## src/rtl/magic_device_pkg.sv

```systemverilog
// Shared types and default widths for the magic device reader.
// Also provides the per-state output decode used by the FSM.
package magic_device_pkg;

  localparam int SEL_W_DEF  = 12;
  localparam int DATA_W_DEF = 64;

  typedef enum logic [1:0] {
    IDLE    = 2'd0,
    ISSUE   = 2'd1,
    CAPTURE = 2'd2,
    RESP    = 2'd3
  } state_t;

  typedef struct packed {
    logic req_ready;
    logic read_ready;
    logic resp_valid;
    logic busy;
  } ctrl_t;

  // Control outputs that hold for the whole time the FSM sits in state s.
  function automatic ctrl_t state_ctrl(state_t s);
    ctrl_t c;
    c            = '0;
    c.req_ready  = (s == IDLE);
    c.read_ready = (s == ISSUE);
    c.resp_valid = (s == RESP);
    c.busy       = (s != IDLE);
    return c;
  endfunction

endpackage

```

## src/rtl/magic_device_reader_if.sv

```systemverilog
// Core request/response channels and the device-side read port of the reader.
// The slave modport is the reader's view; the master modport drives it.
interface magic_device_reader_if
  import magic_device_pkg::*;
#(
  parameter int SEL_W  = SEL_W_DEF,
  parameter int DATA_W = DATA_W_DEF
);

  logic              req_valid;
  logic              req_ready;
  logic [SEL_W-1:0]  req_select;

  logic              resp_valid;
  logic              resp_ready;
  logic [DATA_W-1:0] resp_data;
  logic              resp_err;

  logic [SEL_W-1:0]  read_select;
  logic              read_ready;
  logic              read_valid;
  logic [DATA_W-1:0] read_data;

  modport slave (
    input  req_valid, req_select, resp_ready, read_valid, read_data,
    output req_ready, resp_valid, resp_data, resp_err, read_select, read_ready
  );

  modport master (
    output req_valid, req_select, resp_ready, read_valid, read_data,
    input  req_ready, resp_valid, resp_data, resp_err, read_select, read_ready
  );

endinterface

```

## src/rtl/magic_device_reader.sv

```systemverilog
// Single-outstanding device reader: accepts a select, handshakes the device,
// captures the data one cycle later (or times out) and returns one response.
module magic_device_reader
  import magic_device_pkg::*;
#(
  parameter int SEL_W   = SEL_W_DEF,
  parameter int DATA_W  = DATA_W_DEF,
  parameter int TIMEOUT = 255
)(
  input  logic                   clock,
  input  logic                   reset,
  magic_device_reader_if.slave   bus,
  output logic                   busy
);

  localparam int             CNT_W  = $clog2(TIMEOUT + 1);
  localparam logic [CNT_W-1:0] TO_VAL = CNT_W'(TIMEOUT);

  state_t            r_state;
  ctrl_t             r_ctrl;
  logic [SEL_W-1:0]  r_sel;
  logic [DATA_W-1:0] r_data;
  logic              r_err;
  logic [CNT_W-1:0]  r_cnt;

  // Control outputs are registered alongside the state: every transition also
  // loads the decode of the state being entered, so they never glitch.
  // NOTE: all state here uses non-blocking assignments so every register
  // samples the pre-edge values, independent of statement order.
  always_ff @(posedge clock or posedge reset) begin
    if (reset) begin
      r_state <= IDLE;
      r_ctrl  <= state_ctrl(IDLE);
      r_sel   <= '0;
      r_data  <= '0;
      r_err   <= 1'b0;
      r_cnt   <= '0;
    end else begin
      case (r_state)
        IDLE: begin
          if (bus.req_valid) begin
            r_sel   <= bus.req_select;
            r_cnt   <= '0;
            r_state <= ISSUE;
            r_ctrl  <= state_ctrl(ISSUE);
          end
        end

        ISSUE: begin
          if (bus.read_valid) begin
            r_cnt   <= '0;
            r_state <= CAPTURE;
            r_ctrl  <= state_ctrl(CAPTURE);
          end else if (r_cnt == TO_VAL) begin
            r_err   <= 1'b1;
            r_data  <= '0;
            r_state <= RESP;
            r_ctrl  <= state_ctrl(RESP);
          end else begin
            // Never passes TO_VAL: the branch above leaves ISSUE first.
            r_cnt <= r_cnt + CNT_W'(1);
          end
        end

        CAPTURE: begin
          // The device drives its data on the falling edge after the handshake.
          r_data  <= bus.read_data;
          r_err   <= 1'b0;
          r_state <= RESP;
          r_ctrl  <= state_ctrl(RESP);
        end

        RESP: begin
          if (bus.resp_ready) begin
            r_state <= IDLE;
            r_ctrl  <= state_ctrl(IDLE);
          end
        end

        default: begin
          r_state <= IDLE;
          r_ctrl  <= state_ctrl(IDLE);
        end
      endcase
    end
  end

  assign bus.req_ready   = r_ctrl.req_ready;
  assign bus.read_ready  = r_ctrl.read_ready;
  assign bus.resp_valid  = r_ctrl.resp_valid;
  assign bus.read_select = r_sel;
  assign bus.resp_data   = r_data;
  assign bus.resp_err    = r_err;
  assign busy            = r_ctrl.busy;

endmodule

```

## src/flat_wrapper.sv

```systemverilog
// flat-port wrapper written by rule: the top's interface ports become plain ports
module magic_device_reader_flat import magic_device_pkg::*;
#(
  parameter int SEL_W   = SEL_W_DEF,
  parameter int DATA_W  = DATA_W_DEF,
  parameter int TIMEOUT = 255
)
  (clock, reset, busy, bus_req_valid, bus_req_select, bus_resp_ready, bus_read_valid, bus_read_data, bus_req_ready, bus_resp_valid, bus_resp_data, bus_resp_err, bus_read_select, bus_read_ready);
  magic_device_reader_if #(.SEL_W(SEL_W), .DATA_W(DATA_W)) bus_i ();
  input  logic clock;
  input  logic reset;
  output logic busy;
  input wire logic [$bits(bus_i.req_valid)-1:0] bus_req_valid;
  input wire logic [$bits(bus_i.req_select)-1:0] bus_req_select;
  input wire logic [$bits(bus_i.resp_ready)-1:0] bus_resp_ready;
  input wire logic [$bits(bus_i.read_valid)-1:0] bus_read_valid;
  input wire logic [$bits(bus_i.read_data)-1:0] bus_read_data;
  output wire logic [$bits(bus_i.req_ready)-1:0] bus_req_ready;
  output wire logic [$bits(bus_i.resp_valid)-1:0] bus_resp_valid;
  output wire logic [$bits(bus_i.resp_data)-1:0] bus_resp_data;
  output wire logic [$bits(bus_i.resp_err)-1:0] bus_resp_err;
  output wire logic [$bits(bus_i.read_select)-1:0] bus_read_select;
  output wire logic [$bits(bus_i.read_ready)-1:0] bus_read_ready;
  assign bus_i.req_valid = bus_req_valid;
  assign bus_i.req_select = bus_req_select;
  assign bus_i.resp_ready = bus_resp_ready;
  assign bus_i.read_valid = bus_read_valid;
  assign bus_i.read_data = bus_read_data;
  assign bus_req_ready = bus_i.req_ready;
  assign bus_resp_valid = bus_i.resp_valid;
  assign bus_resp_data = bus_i.resp_data;
  assign bus_resp_err = bus_i.resp_err;
  assign bus_read_select = bus_i.read_select;
  assign bus_read_ready = bus_i.read_ready;
  magic_device_reader #(.SEL_W(SEL_W), .DATA_W(DATA_W), .TIMEOUT(TIMEOUT)) u_core (.clock(clock), .reset(reset), .bus(bus_i), .busy(busy));
endmodule
```

## config.mk

```make
export PLATFORM = sky130hd
export DESIGN_NAME = magic_device_reader_flat
export DESIGN_NICKNAME = d
export VERILOG_FILES = /design/src/rtl/magic_device_pkg.sv /design/src/rtl/magic_device_reader_if.sv /design/src/rtl/magic_device_reader.sv /design/src/flat_wrapper.sv
export SDC_FILE = /design/constraint.sdc
export NUM_CORES = 1
export LEC_CHECK = 0
export CAP_MARGIN = 20
export CORE_UTILIZATION = 50
export CTS_BUF_LIST = sky130_fd_sc_hd__clkbuf_16
export DETAILED_ROUTE_END_ITERATION = 8
export DONT_BUFFER_PORTS = 1
export MAX_ROUTING_LAYER = met4
export PLACE_DENSITY_LB_ADDON = 0.3
export SYNTH_ARGS = -nofsm -noshare
export SYNTH_HDL_FRONTEND = slang
export SYNTH_SLANG_ARGS = --single-unit
```

## constraint.sdc

```tcl
create_clock -name clock -period 4.5 [get_ports clock]
set_clock_uncertainty 0.1 [all_clocks]
set_input_delay 0.675 -clock clock [delete_from_list [all_inputs] [get_ports clock]]
set_output_delay 0.675 -clock clock [all_outputs]
set_load 0.01 [all_outputs]
```

**After elaboration in Yosys (flattened, before gate mapping)**

Cells that the tools add are included.

- Add/subtract/negate cells: 1
- Muxes and demuxes: 20
- Equal/unequal tests: 10
- Reduce and logical (&&, ||, !) cells: 7

Operators by type and width:

| cell | number |
|---|---|
| two-way mux 64 bit | 2 |
| case mux 64 bit (2 select lines) | 1 |
| two-way mux 8 bit | 3 |
| two-way mux 4 bit | 4 |
| case mux 4 bit (4 select lines) | 1 |
| case mux 8 bit (2 select lines) | 1 |
| AND reduction 3 bit | 3 |
| adder 8 x 1 -> 8 bit, second input constant | 1 |
| equality test 8 bit, second input constant | 1 |
| two-way mux 2 bit | 4 |
| case mux 2 bit (4 select lines) | 1 |
| inequality test 2 bit, second input constant | 3 |
| equality test 2 bit, second input constant | 2 |
| nonzero test 2 bit | 2 |
| inequality test 3 x 2 -> 1 bit, second input constant | 1 |
| inequality test 3 bit, second input constant | 1 |
| equality test 2 x 1 -> 1 bit, second input constant | 1 |
| logical NOT 2 bit | 1 |
| two-way mux 1 bit | 2 |
| inequality test 2 x 1 -> 1 bit, second input constant | 1 |
| case mux 1 bit (2 select lines) | 1 |
| AND reduction 2 bit | 1 |

- Register bits after elaboration: 91
- Input port bits: 81
- Output and inout port bits: 81

**Logic depth before layout (Yosys ltp)**

Gate-level depths: netlist of the first run.

- Depth in word-level cells: 4
- Mapped depth: 10
- Mapped depth without buffers: 6

**Worst setup path after synthesis of the first run**

No wires, ideal clock.

- Kind: reg2reg
- From: register u_core.r_state[1]
- To: register u_core.r_ctrl, in the netlist u_core.bus.read_ready
- Path buffers: 2
- Cell stages (with the launch flop): 8
- Arrival: 1.698 ns
- Clock period less this slack: 1.923 ns
- Slack: 2.577 ns
- Library setup time: 0.125 ns
- Cells stage by stage: dfrtp_1 -> inv_1 -> ha_1 -> nor2b_1 -> buf_2 -> a222oi_1 -> buf_4 -> mux2_4

- Cells in the longest elaborated chain, start to end: 3

Ends and longest elaborated chain:

| item | RTL line | text |
|---|---|---|
| start, declared | magic_device_reader.sv:19 | `state_t r_state;` |
| start signal, assigned | magic_device_reader.sv:32 | `r_state <= IDLE;` |
| start signal, assigned | magic_device_reader.sv:44 | `r_state <= ISSUE;` |
| start signal, assigned | magic_device_reader.sv:52 | `r_state <= CAPTURE;` |
| equality test 2 x 1 -> 1 bit, or another cell as far along | magic_device_reader.sv:39 | `case (r_state)` |
| inequality test 3 x 2 -> 1 bit (no source line) or inequality test 2 bit (tied branches) | n/a |  |
| AND reduction 3 bit (no source line) | n/a |  |
| end signal, assigned | magic_device_reader.sv:33 | `r_ctrl <= state_ctrl(IDLE);` |
| end signal, assigned | magic_device_reader.sv:45 | `r_ctrl <= state_ctrl(ISSUE);` |
| end signal, assigned | magic_device_reader.sv:53 | `r_ctrl <= state_ctrl(CAPTURE);` |
| end, declared | magic_device_reader.sv:20 | `ctrl_t r_ctrl;` |

Parallel ways exist; a longest one is shown, timed or not.
A chain may end at the register's enable or synchronous reset.

**Worst setup path in the final report of the first run**

- From: register u_core.r_state[1]
- To: register u_core.r_data[58], in the netlist u_core.bus.resp_data[58]

- Cells in the longest elaborated chain, start to end: 3

Ends and longest elaborated chain:

| item | RTL line | text |
|---|---|---|
| equality test 2 x 1 -> 1 bit or equality test 2 bit (tied branches) | magic_device_reader.sv:39 |  |
| inequality test 2 x 1 -> 1 bit (no source line), or another cell as far along | n/a |  |
| AND reduction 3 bit (no source line) | n/a |  |
| end signal, assigned | magic_device_reader.sv:67 | `r_data <= bus.read_data;` |
| end, declared | magic_device_reader.sv:22 | `logic [DATA_W-1:0] r_data;` |

Parallel ways exist; a longest one is shown, timed or not.

==> summary.md, run 1 <==
| Metric | Value |
|---|---|
| Required time at the endpoint of the critical path | `4.60 ns` |
| Fraction of power consumed by combinational cells | `0.261` |
| Worst max-slew margin expressed relative to the limit | `0.172` |
| Primary FF master, synth | `sky130_fd_sc_hd__dfrtp_1` |
| Number of sinks on the clock net | `91` |
| Wire length of the first global-routing pass | `12.5 mm` |
| Half-perimeter wire length after detailed placement | `5.26 mm` |
| Net switching share of the total power | `0.380` |
| Via/cell ratio | `5.38` |
| Total die area | `8070 sq um` |
| Clock insertion delay at the later pin of the skew report | `0.33 ns` |
| Fraction of final layout cells sized beyond drive strength 1 | `0.114` |
| Final cycle utilization of the critical path | `0.642` |
| Wire length reported by the detailed router | `7.46 mm` |
| Routability-driven placement congestion ratio | `0.815` |
| R2R depth | `7` |
| Crit end category | `flip-flop` |
| Internal portion of total power | `0.00194 W` |
| Buffer depth of the longest clock path | `2` |
| Largest fanout on the critical path | `78` |
| Async S/R FF share, synth | `1.00` |
| Clock Pin Slew Worst Setup and Hold Paths | `0.06 ns` |
| Number of failing hold endpoints at the final stage | `0` |
| Clock tree from TritonCTS | `built` |
| Setup tns final | `0 ns` |
| Final cell count without fillers | `486` |
| Height of the die | `89.8 um` |
| Run status | `completed` |
| Placement row count | `31` |
| Die width | `89.8 um` |
| Achievable clock frequency | `346 MHz` |
| Via count of the routed design | `2,615` |
| Delay contributed by the slowest stage of the critical path | `0.61 ns` |
| Vias in the first global route | `2,615` |
| Reg-to-reg startpoint | `u_core.r_state[1]$_DFFE_PP0P_` |
| Pre-Repair DR Iteration Count | `4` |
| Port-buffer cells | `0` |
| Largest net degree at the start of global routing | `79` |
| Leftover overflow at the end of global routing | `0` |
| Sequential share of power | `0.487` |
| Adder-cell area share of the yosys netlist | `0.0227` |
| Mapped Area | `3860 sq um` |
| Max_cap viols | `0` |
| Peak supply drop | `322 uV` |
| Path type of the worst min-delay path | `in -> async` |
| CP Data Arrival Time | `2.98 ns` |
| Multiplexer area fraction after synthesis | `0.0558` |
| Slew at the pin closest to its max-slew limit | `1.24 ns` |
| Hold_buf cts | `0` |
| Net count of the mapped netlist | `479` |
| Initial Util | `0.523` |
| Quantity of gates resized following cts | `0` |
| Diode count | `0` |
| Number of levels in the clock H-tree | `3` |
| Antenna violations before repair | `0` |
| P&R area growth vs syn | `9.86%` |
| Critical path type | `reg -> reg` |
| Post-synthesis instance total | `391` |
| Violation count after the first detailed-route iteration | `142` |
| All-layer global routing usage | `0.202` |
| Number of distinct standard cells referenced by the synthesized netlist | `37` |
| Routed wirelength normalized by instance count | `15.3 um` |
| Number of enable flip-flop cells after synthesis | `0` |
| Final setup vio count | `0` |
| Number of register bits inferred by synthesis | `91` |
| Post-synthesis compound-gate area fraction | `0.134` |
| Pwr/cell area | `740 nW/um^2` |
| Final ANT Viol Nets | `0` |
| DRC violation count after routing | `0` |
| Cts bufs inserted | `9` |
| IO Count | `162` |
| Min Clock Period, post-route | `2.89 ns` |
| Clock Tree Root | `sky130_fd_sc_hd__clkbuf_16` |
| Net switching power figure | `0.00119 W` |
| Setup repair after global routing missed its margin | `no` |
| Simple-gate portion of the synthesized area | `0.154` |
| Worst reg2reg endpoint | `u_core.bus.resp_data[58]$_DFFE_PP0P_` |
| DP Cell Count | `469` |
| Final Max Slew Viols | `0` |
| Number of buffers inserted to repair setup after CTS | `0` |
| Lkg Pwr | `1.89 nW` |
| Cell with the largest stage delay on the worst path | `sky130_fd_sc_hd__a32oi_4` |
| Part of the power in the clock network | `0.252` |
| Register area share after synthesis | `0.591` |
| Crit start category | `flip-flop` |
| Reg-to-reg slack, setup | `1.61 ns` |
| Synth Area per Inst | `9.87 sq um` |
| Number of synthesis warnings | `0` |
| Cell chain of the critical path | `inv_1 -> ha_1 -> nor2b_1 -> a32oi_4 -> buf_12 -> nand2_1 -> o21ai_0` |
| Floorplan Core Area | `7370 sq um` |
| Post-layout power | `0.00314 W` |
| Largest family of logic cells by synthesized area | `simple AND/OR/NAND/NOR gates` |
| Share of the synthesized netlist area taken by xor and xnor gates | `0` |
| Number of nets in the layout | `470` |
==> worst max-delay path, delay by kind of cell (launching register included) <==
family          cells  cell delay (ns)
simple gates        2             0.69
flops               1             0.44
compound gates      2             0.70
buf+inv             2             0.54
fa+ha+maj           1             0.24
==> kinds of logic (layout without fill, tap and decap cells) <==
family,count (synthesis),count (layout)
AO/OA/AOI/OAI,93,93
adder cells (fa/ha/maj),7,7
buffers and inverters,33,29
flip-flops,91,91
multiplexers,18,18
AND/OR/NAND/NOR,149,149
==> Yosys cell counts (3+ instances only) <==
| master | count | area share |
|---|---|---|
| sky130_fd_sc_hd__buf_6 | 3 | 0.0088 |
| sky130_fd_sc_hd__o21ai_0 | 71 | 0.092 |
| sky130_fd_sc_hd__buf_2 | 6 | 0.0078 |
| sky130_fd_sc_hd__nand3_1 | 4 | 0.0052 |
| sky130_fd_sc_hd__inv_1 | 9 | 0.0088 |
| sky130_fd_sc_hd__clkbuf_1 | 9 | 0.0088 |
| sky130_fd_sc_hd__clkbuf_2 | 3 | 0.0039 |
| sky130_fd_sc_hd__ha_1 | 7 | 0.023 |
| sky130_fd_sc_hd__nand2_1 | 131 | 0.13 |
| sky130_fd_sc_hd__mux2_2 | 12 | 0.035 |
| sky130_fd_sc_hd__dfrtp_1 | 90 | 0.58 |
| sky130_fd_sc_hd__mux2_4 | 4 | 0.016 |
| sky130_fd_sc_hd__a31oi_1 | 3 | 0.0049 |
| sky130_fd_sc_hd__nor2_1 | 4 | 0.0039 |
| sky130_fd_sc_hd__a21oi_1 | 6 | 0.0078 |
==> worst max-delay path by stage <==
stage / startpoint / end / slack [ns] / depth (start not counted)
final: u_core.r_state[1]$_DFFE_PP0P_ / u_core.bus.resp_data[58]$_DFFE_PP0P_ / 1.61 / 7
after global routing: u_core.r_state[1]$_DFFE_PP0P_ / u_core.bus.resp_data[35]$_DFFE_PP0P_ / 1.35 / 7
after CTS: u_core.r_state[1]$_DFFE_PP0P_ / u_core.bus.resp_data[43]$_DFFE_PP0P_ / 1.61 / 6
after detailed placement: u_core.r_state[1]$_DFFE_PP0P_ / u_core.bus.resp_data[43]$_DFFE_PP0P_ / 1.61 / 6
after global placement: u_core.r_state[1]$_DFFE_PP0P_ / u_core.bus.resp_data[53]$_DFFE_PP0P_ / 1.77 / 7
after floorplan: reset / u_core.bus.read_ready$_DFFE_PP0P_ / 1.36 / 1
==> cells in the final DEF, fill, tap and decap left out, drive strengths merged <==
cell / count
o31ai: 1
a32oi: 1
nor3: 2
a41oi: 1
inv: 10
mux2: 16
buf: 4
a31oi: 3
mux2i: 2
ha: 7
clkinv: 3
o22ai: 1
nand2: 132
a221oi: 1
o21ai: 73
o211ai: 2
a222oi: 1
and3: 1
a21oi: 6
and4: 2
nand2b: 1
nor2: 4
nand4: 2
bufinv: 2
dfrtp: 90
nor2b: 1
dfstp: 1
clkinvlp: 1
clkbuf: 9
nand3: 4
o22a: 3
==> metrics by stage <==
stage	hold slack, ns	worst slack, ns	utilization	cell area, sq um
2_1_floorplan	0.410	1.36	-	3860
3_3_place_gp	0.435	1.77	0.529	3900
3_5_place_dp	0.440	1.61	0.529	3900
4_1_cts	0.365	1.61	0.572	4220
5_1_grt	0.142	1.35	0.575	4240
6_report	0.118	1.61	0.575	4240
==> routing by layer <==
| layer | vias up | GRT usage | part of all wire | routed length, um |
|---|---|---|---|---|
| li1 | 1280 | - | - | - |
| met1 | 1204 | 0.248 | 0.43 | 3230 |
| met2 | 121 | 0.312 | 0.47 | 3480 |
| met3 | 10 | 0.0601 | 0.085 | 631 |
| met4 | 0 | 0.0847 | 0.016 | 123 |
| met5 | - | - | 0 | 0 |
==> registers in the layout, summed over array words and instances, names as in the netlist <==
register,count
u_core.r_cnt,8
u_core.r_state,2
u_core.bus.read_ready,1
u_core.bus.read_select,12
u_core.busy,1
u_core.bus.resp_valid,1
u_core.bus.req_ready,1
u_core.bus.resp_data,64
u_core.bus.resp_err,1
==> final cells by class <==
type / count / area (sq um)
well taps: 99 / 124
inverters: 9 / 35.0
flip-flops and latches: 91 / 2280
clock inverters: 7 / 92.6
repair buffers: 4 / 55.1
multi-input cells: 267 / 1430
clock buffers: 9 / 225
fillers: 620 / 3130
==> power groups by stage <==
stage | clock network [W] | registers [W] | logic [W]
4_1_cts | 0.000808 | 0.00153 | 0.000829
2_1_floorplan | 0 | 0.00147 | 0.000727
5_1_grt | 0.000843 | 0.00157 | 0.000959
3_5_place_dp | 0 | 0.00154 | 0.000837
3_3_place_gp | 0 | 0.00154 | 0.000794
6_report | 0.000790 | 0.00153 | 0.000820
No activity file was read; power rests on OpenSTA's default activity.
==> inputs of run 2 (changes only) <==
- clock period: 4.5 -> 2.61 ns (I/O delays scaled with it)
==> run 2 against run 1 <==
Non-clock buffer count up 4. Routed wire length up 3.2%. Critical endpoint is now u_core.bus.resp_data[19]$_DFFE_PP0P_. Cell area up 0.50%. Setup slack worse by 1.2 ns. Die area unchanged. Clock power up 59%. Critical path type unchanged. Largest power group unchanged. Sequential power up 72%. Hold slack worse by 0.019 ns.
==> summary.md, run 2 (same netlist as run 1, synthesis figures left out) <==
| Metric | Value |
|---|---|
| Pre-Repair DR Iteration Count | `4 (unchanged)` |
| Number of levels in the clock H-tree | `3 (unchanged)` |
| Total die area | `8070 sq um (unchanged)` |
| DRC violation count after routing | `0 (unchanged)` |
| Achievable clock frequency | `460 MHz (+33%)` |
| Final Max Slew Viols | `0 (unchanged)` |
| Leftover overflow at the end of global routing | `0 (unchanged)` |
| P&R area growth vs syn | `10.4%` |
| Via/cell ratio | `5.46 (+1.5%)` |
| Number of sinks on the clock net | `91 (unchanged)` |
| Fraction of power consumed by combinational cells | `0.277 (+0.016)` |
| CP Data Arrival Time | `2.27 ns (-0.71 ns)` |
| R2R depth | `7 (unchanged)` |
| Most used cells in the layout excluding fill and tap cells | `sky130_fd_sc_hd__nand2_1 (131), sky130_fd_sc_hd__dfrtp_1 (90), sky130_fd_sc_hd__o21ai_0 (71)` |
| Wire length reported by the detailed router | `7.70 mm (+3.2%)` |
| Antenna violations before repair | `0 (unchanged)` |
| Area after DPL | `3960 sq um (+1.5%)` |
| Fraction of final layout cells sized beyond drive strength 1 | `0.118 (+0.00395)` |
| Largest fanout on the critical path | `64 (-18%)` |
| Min Clock Period, post-route | `2.17 ns (-0.715 ns)` |
| Violation count after the first detailed-route iteration | `129 (-9.2%)` |
| Placement row count | `31 (unchanged)` |
| Peak supply drop | `485 uV (+50%)` |
| Cell chain of the critical path | `inv_1 -> ha_1 -> nor2b_1 -> buf_4 -> a32oi_4 -> buf_12 -> o21ai_0` |
| Clock Tree Root | `sky130_fd_sc_hd__clkbuf_16` |
| Number of buffers inserted to repair setup after CTS | `0 (unchanged)` |
| Slew at the pin closest to its max-slew limit | `0.643 ns (-0.599 ns)` |
| All-layer global routing usage | `0.206 (+0.00426)` |
| Final setup vio count | `0 (unchanged)` |
| Clock insertion delay at the later pin of the skew report | `0.33 ns (about the same)` |
| Buffer depth of the longest clock path | `2 (unchanged)` |
| Wire length of the first global-routing pass | `12.8 mm (+2.8%)` |
| Cts bufs inserted | `9 (unchanged)` |
| Setup tns final | `0 ns (unchanged)` |
| Routability-driven placement congestion ratio | `0.805 (-1.3%)` |
| Final cycle utilization of the critical path | `0.832 (+0.191)` |
| IO Count | `162 (unchanged)` |
| Final ANT Viol Nets | `0 (unchanged)` |
| Net switching power figure | `0.00208 W (+75%)` |
| Sequential share of power | `0.489 (+0.002)` |
| Post-layout instance area | `4260 sq um (+0.50%)` |
| Initial Util | `0.523 (unchanged)` |
| Min-Delay Path Depth | `2` |
| Crit start category | `flip-flop` |
| Part of the power in the clock network | `0.234 (-0.018)` |
| Clock tree from TritonCTS | `built` |
| Critical path type | `reg -> reg` |
| Height of the die | `89.8 um (unchanged)` |
| Max_cap viols | `0 (unchanged)` |
| Flip-flop count of the largest register, all copies and words added | `64 (unchanged)` |
| Diode count | `0 (unchanged)` |
| Number of failing hold endpoints at the final stage | `0 (unchanged)` |
| Run status | `completed` |
| Largest net degree at the start of global routing | `92 (+16%)` |
| Net switching share of the total power | `0.387 (+0.00680)` |
| Crit end category | `flip-flop` |
| Commonest non-fill, non-tap cell in the layout | `sky130_fd_sc_hd__nand2_1` |
| Cell with the largest stage delay on the worst path | `sky130_fd_sc_hd__dfrtp_1` |
| Post-layout power | `0.00538 W (+72%)` |
| Vias in the first global route | `2,608 (-0.27%)` |
| Pwr/cell area | `1260 nW/um^2 (+71%)` |
| Worst max-slew margin expressed relative to the limit | `0.571 (+0.400)` |
| Internal portion of total power | `0.00330 W (+70%)` |
| Number of nets in the layout | `474 (+0.85%)` |
| Setup repair after global routing missed its margin | `no` |
| Lkg Pwr | `1.89 nW (about the same)` |
| Routed wirelength normalized by instance count | `15.7 um (+2.4%)` |
| Path type of the worst min-delay path | `in -> reg` |
| Layout fillers | `631 (+1.8%)` |
| Port-buffer cells | `0 (unchanged)` |
| Via count of the routed design | `2,676 (+2.3%)` |
| Floorplan Core Area | `7370 sq um (unchanged)` |
| Half-perimeter wire length after detailed placement | `5.26 mm (+0.14%)` |
| Delay contributed by the slowest stage of the critical path | `0.45 ns (-0.16 ns)` |
| Required time at the endpoint of the critical path | `2.71 ns (-1.89 ns)` |
| Die width | `89.8 um (unchanged)` |
| Clock Pin Slew Worst Setup and Hold Paths | `0.06 ns (about the same)` |
-- run 2: cell count changes in the layout (fill, tap and decap cells not counted), moves of 2 or more --
cell / delta
sky130_fd_sc_hd__clkinv_2: -2
sky130_fd_sc_hd__buf_4: +2
sky130_fd_sc_hd__clkinv_1: +2
sky130_fd_sc_hd__clkinvlp_4: +2
-- run 2: worst paths after layout --
check / startpoint / endpoint / slack (ns)
setup / recovery: u_core.r_state[1]$_DFFE_PP0P_ / u_core.bus.resp_data[19]$_DFFE_PP0P_ / 0.44
max in group asynchronous: reset / u_core.bus.resp_data[0]$_DFFE_PP0P_ / 1.44
setup reg to reg: u_core.r_state[1]$_DFFE_PP0P_ / u_core.bus.resp_data[19]$_DFFE_PP0P_ / 0.44
hold reg to reg: u_core.bus.resp_data[5]$_DFFE_PP0P_ / u_core.bus.resp_data[5]$_DFFE_PP0P_ / 0.45
hold / removal: bus_read_data[42] / u_core.bus.resp_data[42]$_DFFE_PP0P_ / 0.1
min in group asynchronous: reset / u_core.bus.read_select[0]$_DFFE_PP0P_ / 0.54
-- run 2: stage by stage --
step | std cells | util | worst slack, ns | hold slack, ns
after floorplan | 391 | - | 0.687 | 0.410
after global placement | 473 | 0.537 | 0.568 | 0.335
final | 490 | 0.578 | 0.438 | 0.0993
after CTS | 490 | 0.578 | 0.465 | 0.0928
after detailed placement | 473 | 0.537 | 0.478 | 0.340
after global routing | 490 | 0.578 | 0.300 | 0.0930
-- run 2: layout make-up --
class | count | area, sq um | share of cell area
clock inverter | 7 | 66.3 | 0.0156
inverter | 9 | 37.5 | 0.00881
timing repair buffer | 8 | 100 | 0.0235
multi-input combinational | 267 | 1430 | 0.335
sequential | 91 | 2280 | 0.535
tap | 99 | 124 | 0.0291
clock buffer | 9 | 225 | 0.0529
-- run 2: critical path, delay by kind of cell, from the launching register on --
family,cells,cell delay [ns]
flops,1,0.45
compound gates,2,0.50
fa+ha+maj,1,0.25
simple gates,1,0.14
buf+inv,3,0.59
-- run 2: power groups by stage --
stage	combinational, W	sequential (W)	clock (W)
2_1_floorplan	0.00125	0.00253	0
6_report	0.00149	0.00263	0.00126
3_3_place_gp	0.00143	0.00265	0
5_1_grt	0.00172	0.00270	0.00135
4_1_cts	0.00151	0.00264	0.00129
3_5_place_dp	0.00151	0.00266	0
-- run 2: repair_timing --
| item | CTS | global route |
|---|---|---|
| hold endpoints to repair | 55 | 0 |
| endpoints found under the setup margin | 0 | 0 |
| resized for setup | 0 | 0 |
| hold buffers | 1 | 0 |
-- run 2: metal layers --
metal  global-route usage  part of all wire  up-vias
met5                    -                 0        -
met4               0.0847             0.015        0
met3               0.0575             0.083       11
met2                0.308              0.46      132
met1                0.266              0.44     1238
li1                     -                 -     1295
